**config.mk**
```make
export PLATFORM = sky130hd
export DESIGN_NAME = store_buffer
export DESIGN_NICKNAME = d
export VERILOG_FILES = /design/src/rtl/mips_mem_pkg.sv /design/src/rtl/sb_fifo_ctrl.sv /design/src/rtl/store_buffer.sv
export SDC_FILE = /design/constraint.sdc
export NUM_CORES = 1
export LEC_CHECK = 0
export CAP_MARGIN = 20
export CORE_ASPECT_RATIO = 0.8
export CORE_UTILIZATION = 30
export DETAILED_ROUTE_END_ITERATION = 8
export PLACE_DENSITY = 0.6
export SLEW_MARGIN = 5
export SYNTH_ARGS = -nofsm -noshare
export SYNTH_HDL_FRONTEND = slang
export SYNTH_SLANG_ARGS = --single-unit
```
**constraint.sdc**
```tcl
create_clock -name clk -period 10.5 [get_ports clk]
set_input_delay 1.575 -clock clk [delete_from_list [all_inputs] [get_ports clk]]
set_output_delay 1.575 -clock clk [all_outputs]
set_load 0.05 [all_outputs]
```
**src/rtl/mips_mem_pkg.sv**
```systemverilog
// Shared memory-side types for the MEM stage: word, word address and store-buffer entry.
// Pure declarations, no logic, no latency, no backpressure.
package mips_mem_pkg;
    localparam int MEM_ADDR_W = 32;
    localparam int MEM_DATA_W = 32;
    localparam int SB_DEPTH   = 4;

    typedef logic [MEM_DATA_W-1:0] word_t;
    typedef logic [MEM_ADDR_W-3:0] waddr_t;

    typedef struct packed {
        waddr_t waddr;
        word_t  data;
    } sb_entry_t;
endpackage

```
**src/rtl/sb_fifo_ctrl.sv**
```systemverilog
// Head/tail/count bookkeeping for the store buffer; updates one cycle after push/pop.
// The caller gates push with full, so full and empty are plain state decodes.
module sb_fifo_ctrl #(
    parameter int DEPTH = 4,
    localparam int PW   = $clog2(DEPTH)
) (
    input  logic          clk,
    input  logic          rst,
    input  logic          push,
    input  logic          pop,
    output logic [PW-1:0] head,
    output logic [PW-1:0] tail,
    output logic [PW:0]   count,
    output logic          full,
    output logic          empty
);
    always_ff @(posedge clk) begin
        if (rst) begin
            head  <= '0;
            tail  <= '0;
            count <= '0;
        end else begin
            if (push) tail <= tail + PW'(1);
            if (pop)  head <= head + PW'(1);
            count <= count + (PW+1)'(push) - (PW+1)'(pop);
        end
    end

    assign full  = (count == (PW+1)'(DEPTH));
    assign empty = (count == '0);
endmodule

```
**src/rtl/store_buffer.sv**
```systemverilog
// Store buffer owning the data_memory port: stores retire in one cycle, loads forward same-cycle,
// drains one word per non-load cycle; only a full buffer deasserts cpu_ready. Option: STORE_COALESCE_EN.
module store_buffer
    import mips_mem_pkg::*;
#(
    parameter int DEPTH  = SB_DEPTH,
    parameter int ADDR_W = MEM_ADDR_W,
    parameter int DATA_W = MEM_DATA_W
) (
    input  logic                     clk,
    input  logic                     rst,
    input  logic                     cpu_valid,
    input  logic                     cpu_we,
    input  logic [ADDR_W-1:0]        cpu_addr,
    input  logic [DATA_W-1:0]        cpu_wdata,
    output logic                     cpu_ready,
    output logic [DATA_W-1:0]        cpu_rdata,
    output logic [ADDR_W-1:0]        mem_a,
    output logic                     mem_we,
    output logic [DATA_W-1:0]        mem_wd,
    input  logic [DATA_W-1:0]        mem_rd,
    output logic                     sb_empty,
    output logic [$clog2(DEPTH):0]   sb_count
);
    localparam int PW = $clog2(DEPTH);
    localparam int WW = ADDR_W - 2;

    typedef struct packed {
        logic [WW-1:0]     waddr;
        logic [DATA_W-1:0] data;
    } entry_t;

    entry_t            ent [DEPTH];
    logic [PW-1:0]     head, tail, idx;
    logic [PW:0]       count;
    logic              full, empty;
    logic              is_load, is_store, drain, coalesce, push;
    logic              fwd_hit;
    logic [DATA_W-1:0] fwd_data;
    logic [WW-1:0]     cpu_waddr;
    logic              unused_byte_off;

    assign cpu_waddr       = cpu_addr[ADDR_W-1:2];
    assign unused_byte_off = ^cpu_addr[1:0];
    assign is_load         = cpu_valid && !cpu_we;
    assign is_store        = cpu_valid && cpu_we;
    // Loads own the port; the head drains only on cycles without one.
    assign drain           = !empty && !is_load;

`ifdef STORE_COALESCE_EN
    logic [PW-1:0] youngest;
    assign youngest = tail - PW'(1);
    assign coalesce = is_store && !empty && (ent[youngest].waddr == cpu_waddr)
                      && !((youngest == head) && drain);
`else
    assign coalesce = 1'b0;
`endif

    assign cpu_ready = !is_store || coalesce || !full;
    assign push      = is_store && !full && !coalesce;

    sb_fifo_ctrl #(.DEPTH(DEPTH)) u_ctrl (
        .clk   (clk),
        .rst   (rst),
        .push  (push),
        .pop   (drain),
        .head  (head),
        .tail  (tail),
        .count (count),
        .full  (full),
        .empty (empty)
    );

    always_ff @(posedge clk) begin
        if (push) ent[tail] <= '{waddr: cpu_waddr, data: cpu_wdata};
`ifdef STORE_COALESCE_EN
        if (coalesce) ent[youngest].data <= cpu_wdata;
`endif
    end

    // Walk oldest to youngest so the last hit is the youngest matching store.
    always_comb begin
        fwd_hit  = 1'b0;
        fwd_data = '0;
        idx      = '0;
        for (int i = 0; i < DEPTH; i++) begin
            idx = head + PW'(i);
            if (((PW+1)'(i) < count) && (ent[idx].waddr == cpu_waddr)) begin
                fwd_hit  = 1'b1;
                fwd_data = ent[idx].data;
            end
        end
    end

    assign cpu_rdata = (is_load && fwd_hit) ? fwd_data : mem_rd;

    always_comb begin
        mem_a  = '0;
        mem_we = 1'b0;
        mem_wd = '0;
        if (is_load) begin
            mem_a = cpu_addr;
        end else if (drain) begin
            mem_a  = {ent[head].waddr, 2'b00};
            mem_wd = ent[head].data;
            mem_we = !rst;
        end
    end

    assign sb_count = count;
    assign sb_empty = empty;
endmodule

```
==> run_results.csv, run 1 <==
group,metric,value,unit
status,outcome,"complete, no violations",
sta,rsz0062_at_grt,"false",
worst_setup_path,critical_path.startpoint,"cpu_addr[9]",
worst_setup_path,required,8.93,ns
clock_tree,cts_sinks,257,
grt,grt_antenna_before_repair,7,
clock_tree,clockBufferDepth,3,
clock_tree,clk_latency,0.59,ns
sta,max_freq,120,MHz
floorplanning,die_x,277,microns
sta,setup_violations,0,
grt,use_met3,0.0449,
yosys,synth_top_area_share,0.410,
route,wl_per_cell,25.1,microns
grt,top_usage_layer,"met2",
layout,most-common-layout-cells,"edfxtp_1, mux4_2, clkdlybuf4s50_1",
grt,grtUsageTotal,0.175,
sta,fin_crit,8.34,ns
yosys,synth_top_cell_by_area,"edfxtp_1",
clock_tree,cts_root_buf,"clkbuf_16",
route,drc_errors,0,
worst_setup_path,cpMostUsedCell,"buf_4",
floorplanning,fp.dieH,222,microns
worst_setup_path,worst_r2r_endpoint,"u_ctrl.count[2]",
yosys,syn_area_per_cell,14.4,sq um
worst_setup_path,crit_fanout,33,
worst_setup_path,worstPathArrival,6.77,ns
place,post-dp-hpwl,36500,microns
grt,use_met1,0.249,
sta,finalSetupTns,0,ns
worst_setup_path,end_kind,"output port",
pwr,ir_worst_vdd,0.164,mV
worst_setup_path,worstSetupPathType,"in -> out",
worst_setup_path,worstReg2RegStart,"u_ctrl.count[1]",
yosys,synth_area,18200,sq um
layout,insertedDiodeCount,0,
worst_setup_path,crit_path_end,"cpu_rdata[27]",
sta,final.period_utilization,0.794,
pwr,p_total,4.91,mW
sta,tightestPinTransition,1.01,ns
clock_tree,post_cts_resized,0,
sta,finalWorstSetupSlack,2.16,ns
pwr,leakagePower,6.87,nW
yosys,synth-seq-area-share,0.420,
place,placement.io_buffers,201,
worst_setup_path,path_buf_inv,6,
route,vias_per_cell,5.72,
layout,final_common_cell,"edfxtp_1",
yosys,netlist_top_cells_area,"edfxtp_1, mux4_2, mux2i_1",
grt,grt_max_degree,99,
yosys,yosys_register_bits,257,
grt,grt.overflow.total,0,
pwr,power.density,226,nW/um^2
yosys,synthDistinctLibCells,62,
place,place_ws,2.18,ns
yosys,syn_nets,1367,
place,place_congestion,0.914,
layout,nNetsFinal,1495,
floorplanning,io_pins,202,
sta,finalHoldViolCount,0,
sta,max-slew-margin-rel,0.325,
worst_setup_path,cpMaxStageDelayCell,"clkdlybuf4s50_1",
clock_tree,post_cts.repair.setup_buffers,0,
floorplanning,coreArea,59800,sq um
yosys,synth_edf_count,248,
grt,first_global_vias,12700,
yosys,yosys_warnings,0,
worst_setup_path,rr_worst_depth,10,
worst_setup_path,rrSetupSlack,7.14,ns
grt,globalRouteMet2Util,0.265,
route,vias,12500,
clock_tree,cts_tree,"yes",
route,ant_nets,0,
route,first_pass_iters,6,
worst_setup_path,slowest_delay,0.88,ns
clock_tree,cts.reportedPaths.clkPinSlew,0.06,ns
layout,drive_gt1_frac,0.249,
run,max_cap_violations,0,
floorplanning,dieArea,61500,sq um
route,drtIter0Drc,1108,
grt,grt_pass1_wl,81900,microns
clock_tree,numCtsBuffers,31,
route,drt-total-wl,54800,microns
worst_setup_path,path_depth,13,
worst_setup_path,cp_cell_sequence,"clkdlybuf4s50_1, inv_1, a221oi_2, o2111ai_1, or4_4, nor4_4, buf_4, a41o_1, buf_4, o21ai_4, buf_4, mux2i_1, clkdlybuf4s50_1",
worst_setup_path,cp-start-kind,"input pin",
sta,drv_slew,0,
worst_setup_path,critical-path-top-delay-family,"buffers and inverters",
sta,skew,0.0294,ns
layout,final_util,0.364,
yosys,synth_ff_type,"edfxtp_1",
yosys,syn_inst,1258,
min_path,worstHoldPathType,"reg -> reg",
floorplanning,row_count,80,
yosys,synthArstFlopShare,0,
floorplanning,initial_core_util,0.304,
clock_tree,ctsHoldBuffers,0,
clock_tree,ctsHtreeMaxLevel,1,
layout,areaGrowthSynthToFinish,19.7,%
## Yosys cell counts (8+ instances only)
library cell  instances
mux2i_1             103
a31oi_1              33
buf_2                32
nand3_1               9
edfxtp_1            248
inv_1                85
mux4_2              216
clkbuf_1             55
and2_1               39
nand2_1              16
buf_1                20
buf_4                11
xnor2_1              89
a221oi_1              8
buf_6                15
nor2_1               14
xor2_1               18
dfxtp_1               9
nand4_1              47
mux2_2               37
o31ai_1              33
a22o_1               27
ha_1                  8
## sequential cells by signal (all words and copies together) (netlist names), named ones only
signal,flops
ent,248
u_ctrl.count,3
u_ctrl.tail,2
u_ctrl.head,2
## metal layers
layer / wire [microns] / part of all wire
met5: 82 / 0.0015
met4: 1430 / 0.026
met3: 4770 / 0.087
met2: 24400 / 0.44
met1: 24200 / 0.44
## layout make-up
| cell class | count | area (sq um) |
|---|---|---|
| clock buffer | 33 | 783 |
| clock inverter | 24 | 239 |
| fill | 5601 | 38000 |
| inverter | 85 | 319 |
| multi-input combinational | 783 | 9550 |
| sequential | 257 | 7640 |
| tap | 779 | 975 |
| timing repair buffer | 228 | 2230 |
## logic make-up after synthesis
kind of cell,share of synthesized area
compound gates,0.0675
xor+xnor,0.0516
fa+ha+maj,0.00661
buf+inv,0.0557
flops,0.420
mux,0.349
simple gates,0.0495
## worst min path at each step
stage	start	to	slack [ns]	depth (start not counted)
after global placement	u_ctrl.tail[1]	u_ctrl.tail[1]	0.53	2
after detailed placement	u_ctrl.tail[1]	u_ctrl.tail[1]	0.56	2
after CTS	u_ctrl.tail[1]	u_ctrl.tail[1]	0.57	2
final	u_ctrl.tail[1]	u_ctrl.tail[1]	0.57	2
after floorplan	u_ctrl.tail[1]	u_ctrl.tail[1]	0.51	2
after global routing	u_ctrl.tail[1]	u_ctrl.tail[1]	0.60	2
## worst min-delay path, delay by kind of cell (launching register included)
kind / cells / cell delay, ns
muxes: 1 / 0.13
DFF: 1 / 0.34
and+or+nand+nor: 1 / 0.05
## metrics by stage
stage	cells	area (sq um)	hold WS, ns
floorplan	1258	18200	0.514
global placement	2132	20700	0.530
detailed placement	2132	20700	0.557
CTS	2189	21700	0.569
global route	2189	21700	0.599
finish	2189	21700	0.567
## report_power, final
part	internal, mW	total (mW)	switching (mW)
logic	1.14	2.51	1.38
registers	1.19	1.32	0.135
clock network	0.619	1.07	0.455
total	2.94	4.91	1.97
No activity file was read; power rests on OpenSTA's default activity.
==> run 2, diff against run 1 <==
clock period = 8.3 ns   (was 10.5 ns; I/O delays follow)
==> run 2 against run 1 <==
Against the previous run:
- routed wire length hardly changed
- total power is 24% higher
- largest cell class unchanged
- via count is 0.11% higher
- core utilization is 0.29 points lower
- first-iteration DRC count is 21% higher
- register-to-register slack worse by 2.1 ns
- critical path depth is 4 lower
- critical path type is now reg -> out
- largest power group unchanged
- critical endpoint is now cpu_rdata[30]
- final area is 0.80% lower
- sequential power is 30% higher
- worst hold slack hardly changed
- clock skew is 0.013 ns lower
==> run_results.csv, run 2 (synthesized netlist as in run 1, its figures left out) <==
group,metric,value,unit
worst_setup_path,cp_cell_sequence,"buf_4, mux4_2, xnor2_1, nor4_1, a41o_1, buf_4, a31oi_1, mux2i_1, buf_4",
worst_setup_path,crit_fanout,38,
clock_tree,clockBufferDepth,3,
worst_setup_path,required,7.05,ns
clock_tree,cts_sinks,257,
worst_setup_path,rrSetupSlack,5.07,ns
layout,largest_register,"ent",
layout,final_util,0.361,
sta,finalHoldViolCount,0,
route,drt-total-wl,54800,microns
pwr,p_total,6.10,mW
grt,grt.overflow.total,0,
route,drc_errors,0,
sta,finalWorstSetupSlack,1.68,ns
route,wl_per_cell,25.0,microns
worst_setup_path,worstReg2RegStart,"u_ctrl.count[1]",
layout,largest_register_ffs,248,
sta,max-slew-margin-rel,0.352,
clock_tree,ctsHtreeMaxLevel,1,
sta,max_freq,151,MHz
min_path,min-delay-start,"u_ctrl.tail[1]",
clock_tree,post_cts.repair.setup_buffers,0,
place,placement.io_buffers,201,
sta,fin_crit,6.62,ns
sta,tightestPinTransition,0.972,ns
worst_setup_path,worst_r2r_endpoint,"ent[1][42]",
sta,setup_violations,0,
sta,drv_slew,0,
floorplanning,initial_core_util,0.304,
worst_setup_path,cp-start-kind,"register",
floorplanning,coreArea,59800,sq um
place,post-dp-hpwl,36400,microns
grt,grt_pass1_wl,81200,microns
pwr,power.density,283,nW/um^2
clock_tree,post_cts_resized,0,
layout,areaGrowthSynthToFinish,18.7,%
floorplanning,fp.dieH,222,microns
clock_tree,numCtsBuffers,30,
place,place_congestion,0.895,
sta,skew,0.0169,ns
clock_tree,cts_root_buf,"clkbuf_16",
status,outcome,"complete, no violations",
layout,final_common_cell,"edfxtp_1",
route,drtIter0Drc,1338,
route,vias_per_cell,5.72,
min_path,min_to,"u_ctrl.tail[1]",
worst_setup_path,worstPathArrival,5.37,ns
min_path,min_path_cells,2,
layout,most-common-layout-cells,"edfxtp_1, mux4_2, clkdlybuf4s50_1",
floorplanning,die_x,277,microns
worst_setup_path,cpMaxStageDelayCell,"dfxtp_4",
pwr,leakagePower,6.88,nW
worst_setup_path,worstSetupPathType,"reg -> out",
clock_tree,ctsHoldBuffers,0,
route,ant_nets,0,
place,place_ws,1.74,ns
clock_tree,cts_tree,"yes",
grt,grtUsageTotal,0.174,
layout,drive_gt1_frac,0.265,
pwr,ir_worst_vdd,0.218,mV
sta,finalSetupTns,0,ns
floorplanning,dieArea,61500,sq um
worst_setup_path,end_kind,"output port",
grt,grt_max_degree,61,
min_path,worstHoldPathType,"reg -> reg",
floorplanning,row_count,80,
sta,rsz0062_at_grt,"false",
route,first_pass_iters,5,
layout,reg.largest.list,"ent (248), u_ctrl.count (3)",
route,vias,12500,
clock_tree,clk_latency,0.58,ns
run,max_cap_violations,0,
worst_setup_path,critical-path-top-delay-family,"buffers and inverters",
sta,final.period_utilization,0.798,
layout,num-fill-cells,5601,
grt,first_global_vias,12600,
layout,nNetsFinal,1493,
worst_setup_path,rr_worst_depth,4,
worst_setup_path,slowest_delay,0.99,ns
grt,grt_antenna_before_repair,7,
worst_setup_path,cpMostUsedCell,"buf_4",
worst_setup_path,path_buf_inv,3,
floorplanning,io_pins,202,
clock_tree,cts.reportedPaths.clkPinSlew,0.06,ns
[run 2: changes by cell type in the layout (fill, tap and decap cells not counted), sizes merged, moves of 3 or more]
cell           change
clkinv            +10
clkdlybuf4s50     -32
clkinvlp           -7
inv                -3
diode              +3
buf               +31
[run 2: tightest hold or removal path, stage by stage (launching register included)]
cell and delay (ns):
dfxtp_1 0.34, mux2i_1 0.13, nor2_1 0.05
[run 2: final cells by class]
class                           count  area (sq um)  share of cell area
Clock buffer                       34           787              0.0365
Tap cell                          779           975              0.0452
Sequential cell                   257          7640               0.354
Clock inverter                     22           129             0.00598
Timing Repair Buffer              227          2150              0.0998
Antenna cell                        3          7.51            0.000348
Multi-Input combinational cell    783          9550               0.443
Inverter                           85           319              0.0148
[run 2: metrics by stage]
stage               hold slack (ns)  cell area (sq um)  cells
floorplan                     0.514              18200   1258
global placement              0.538              20600   2131
detailed placement            0.562              20600   2131
CTS                           0.567              21600   2187
global route                  0.626              21600   2188
finish                        0.567              21600   2190
[run 2: worst max path at each step]
stage / endpoint / slack (ns) / cells after the start
after floorplan: cpu_rdata[10] / 2.78 / 11
after global placement: cpu_rdata[9] / 1.76 / 11
after detailed placement: cpu_rdata[9] / 1.74 / 11
after CTS: cpu_rdata[25] / 1.65 / 9
after global routing: cpu_rdata[25] / 1.42 / 9
final: cpu_rdata[30] / 1.68 / 9
[run 2: where the power goes]
part           internal [mW]  switching (mW)  leakage, nW  total (mW)
Clock                  0.705           0.538        0.452        1.24
Sequential              1.50           0.220         2.33        1.72
Combinational           1.44            1.70         4.10        3.14
[run 2: routing by layer]
metal,vias up,wire [microns],GRT usage
li1,5376,-,-
met1,6564,24100,0.247
met2,506,24700,0.265
met3,83,4710,0.0457
met4,8,1320,0.0432
met5,-,49,0
==> run 3, diff against run 2 <==
clock period = 6.9 ns   (was 8.3 ns; I/O delays follow)
==> run 3 against run 2 <==
Against the previous run:
- register-to-register slack worse by 1.3 ns
- routed wire length is 0.38% higher
- largest cell class unchanged
- sequential share of layout area is 0.81 points lower
- final area is 2.3% higher
- via count hardly changed
- non-clock buffer count is 10 higher
- die area stayed put
- clock skew is 0.0014 ns higher
- cell count is 0.27% higher
- worst setup slack worse by 1.1 ns
- critical path type unchanged
- highest routed layer unchanged
- largest power group unchanged
==> run_results.csv, run 3 (synthesized netlist as in run 1, its figures left out) <==
group,metric,value,unit
worst_setup_path,rr_worst_depth,4,
route,met2_wirelength,25400,microns
layout,largest_register,"ent",
clock_tree,clk_latency,0.58,ns
place,placement.io_buffers,201,
clock_tree,cts_root_buf,"clkbuf_16",
sta,finalHoldViolCount,0,
floorplanning,coreArea,59800,sq um
place,place_congestion,0.910,
layout,most-common-layout-cells,"edfxtp_1, mux4_2, clkdlybuf4s50_1",
sta,max_freq,159,MHz
route,drt-total-wl,55000,microns
floorplanning,io_pins,202,
grt,grt.overflow.total,0,
sta,drv_slew,0,
run,max_cap_violations,0,
worst_setup_path,required,5.86,ns
route,ant_nets,0,
route,drtIter0Drc,1196,
sta,max-slew-margin-rel,0.324,
clock_tree,numCtsBuffers,29,
pwr,power.density,334,nW/um^2
layout,largest_register_ffs,248,
sta,setup_violations,0,
pwr,ir_worst_vdd,0.326,mV
route,routed-wl-met3,3730,microns
sta,finalSetupTns,0,ns
route,vias,12500,
worst_setup_path,crit_fanout,57,
worst_setup_path,worstPathArrival,5.24,ns
status,outcome,"complete, no violations",
pwr,leakagePower,7.07,nW
route,drc_errors,0,
layout,final_common_cell,"edfxtp_1",
layout,final_util,0.369,
route,vias_per_cell,5.71,
layout,reg.largest.list,"ent (248), u_ctrl.count (3)",
clock_tree,clockBufferDepth,3,
clock_tree,ctsHoldBuffers,0,
route,wl_met1,24900,microns
route,first_pass_iters,7,
sta,tightestPinTransition,1.01,ns
floorplanning,initial_core_util,0.304,
clock_tree,cts_sinks,257,
min_path,min_path_cells,2,
place,post-dp-hpwl,36800,microns
grt,grt_antenna_before_repair,2,
grt,grt_pass1_wl,82200,microns
route,wl_per_cell,25.1,microns
layout,nNetsFinal,1502,
layout,areaGrowthSynthToFinish,21.5,%
clock_tree,post_cts_resized,0,
clock_tree,ctsHtreeMaxLevel,1,
floorplanning,die_x,277,microns
sta,skew,0.0183,ns
layout,drive_gt1_frac,0.270,
worst_setup_path,end_kind,"output port",
grt,grtUsageTotal,0.175,
clock_tree,cts_tree,"yes",
floorplanning,fp.dieH,222,microns
clock_tree,post_cts.repair.setup_buffers,0,
floorplanning,row_count,80,
grt,first_global_vias,12700,
floorplanning,dieArea,61500,sq um
sta,fin_crit,6.28,ns
worst_setup_path,cp-start-kind,"register",
sta,final.period_utilization,0.910,
clock_tree,cts.reportedPaths.clkPinSlew,0.06,ns
sta,rsz0062_at_grt,"false",
worst_setup_path,worstSetupPathType,"reg -> out",
sta,whs,0.555,ns
grt,grt_max_degree,64,
route,topRoutingLayerUsed,"met5",
min_path,worstHoldPathType,"reg -> reg",
==> run 3: changes by cell type in the layout (fill, tap and decap cells not counted), moves of 2 or more <==
cell | previous run | this run
buf_12 | 2 | 36
clkinv_1 | 12 | 6
clkbuf_1 | 3 | 7
clkinv_4 | 0 | 3
clkbuf_16 | 31 | 29
inv_6 | 0 | 2
clkinv_2 | 7 | 3
buf_4 | 56 | 31
==> run 3: worst paths after layout <==
path | startpoint | endpoint | slack [ns]
hold / removal | u_ctrl.tail[1] | u_ctrl.tail[1] | 0.55
setup / recovery | u_ctrl.head[0] | cpu_rdata[2] | 0.62
setup reg to reg | u_ctrl.count[1] | ent[1][60] | 3.75
hold reg to reg | u_ctrl.tail[1] | u_ctrl.tail[1] | 0.55
==> run 3: critical path, cell delays in order (launching register included) <==
cell	delay [ns]
dfxtp_4	0.91
buf_12	0.32
mux4_2	0.56
xnor2_1	0.50
nand4_1	0.16
nor4_1	0.29
nand4_1	0.22
buf_4	0.34
and2_1	0.21
buf_4	0.27
a31oi_1	0.40
mux2i_1	0.19
buf_12	0.19
==> run 3: through the flow <==
step | cells | instance area [sq um] | setup WS, ns | power [mW]
detailed placement | 2140 | 21100 | 1.01 | 5.92
CTS | 2193 | 22000 | 0.569 | 7.41
global placement | 2140 | 21100 | 1.10 | 5.89
finish | 2196 | 22100 | 0.623 | 7.36
global route | 2195 | 22100 | 0.352 | 7.69
floorplan | 1258 | 18200 | 1.80 | 4.86
==> run 3: power by group <==
group	switching (mW)	internal [mW]
Combinational	2.06	1.78
Sequential	0.242	1.80
Clock	0.632	0.847
Total	2.93	4.43
==> run 3: area by class of cell <==
type / count / area [sq um]
Fill cell: 5537 / 37700
Clock inverter: 17 / 149
Tap cell: 779 / 975
Antenna cell: 2 / 5.00
Clock buffer: 36 / 752
Sequential cell: 257 / 7640
Timing Repair Buffer: 237 / 2670
Inverter: 85 / 319
Multi-Input combinational cell: 783 / 9550
==> run 3: layer usage <==
layer | GRT usage | up-vias
li1 | - | 5397
met1 | 0.253 | 6579
met2 | 0.276 | 490
met3 | 0.0310 | 76
met4 | 0.0373 | 2
met5 | 0 | -
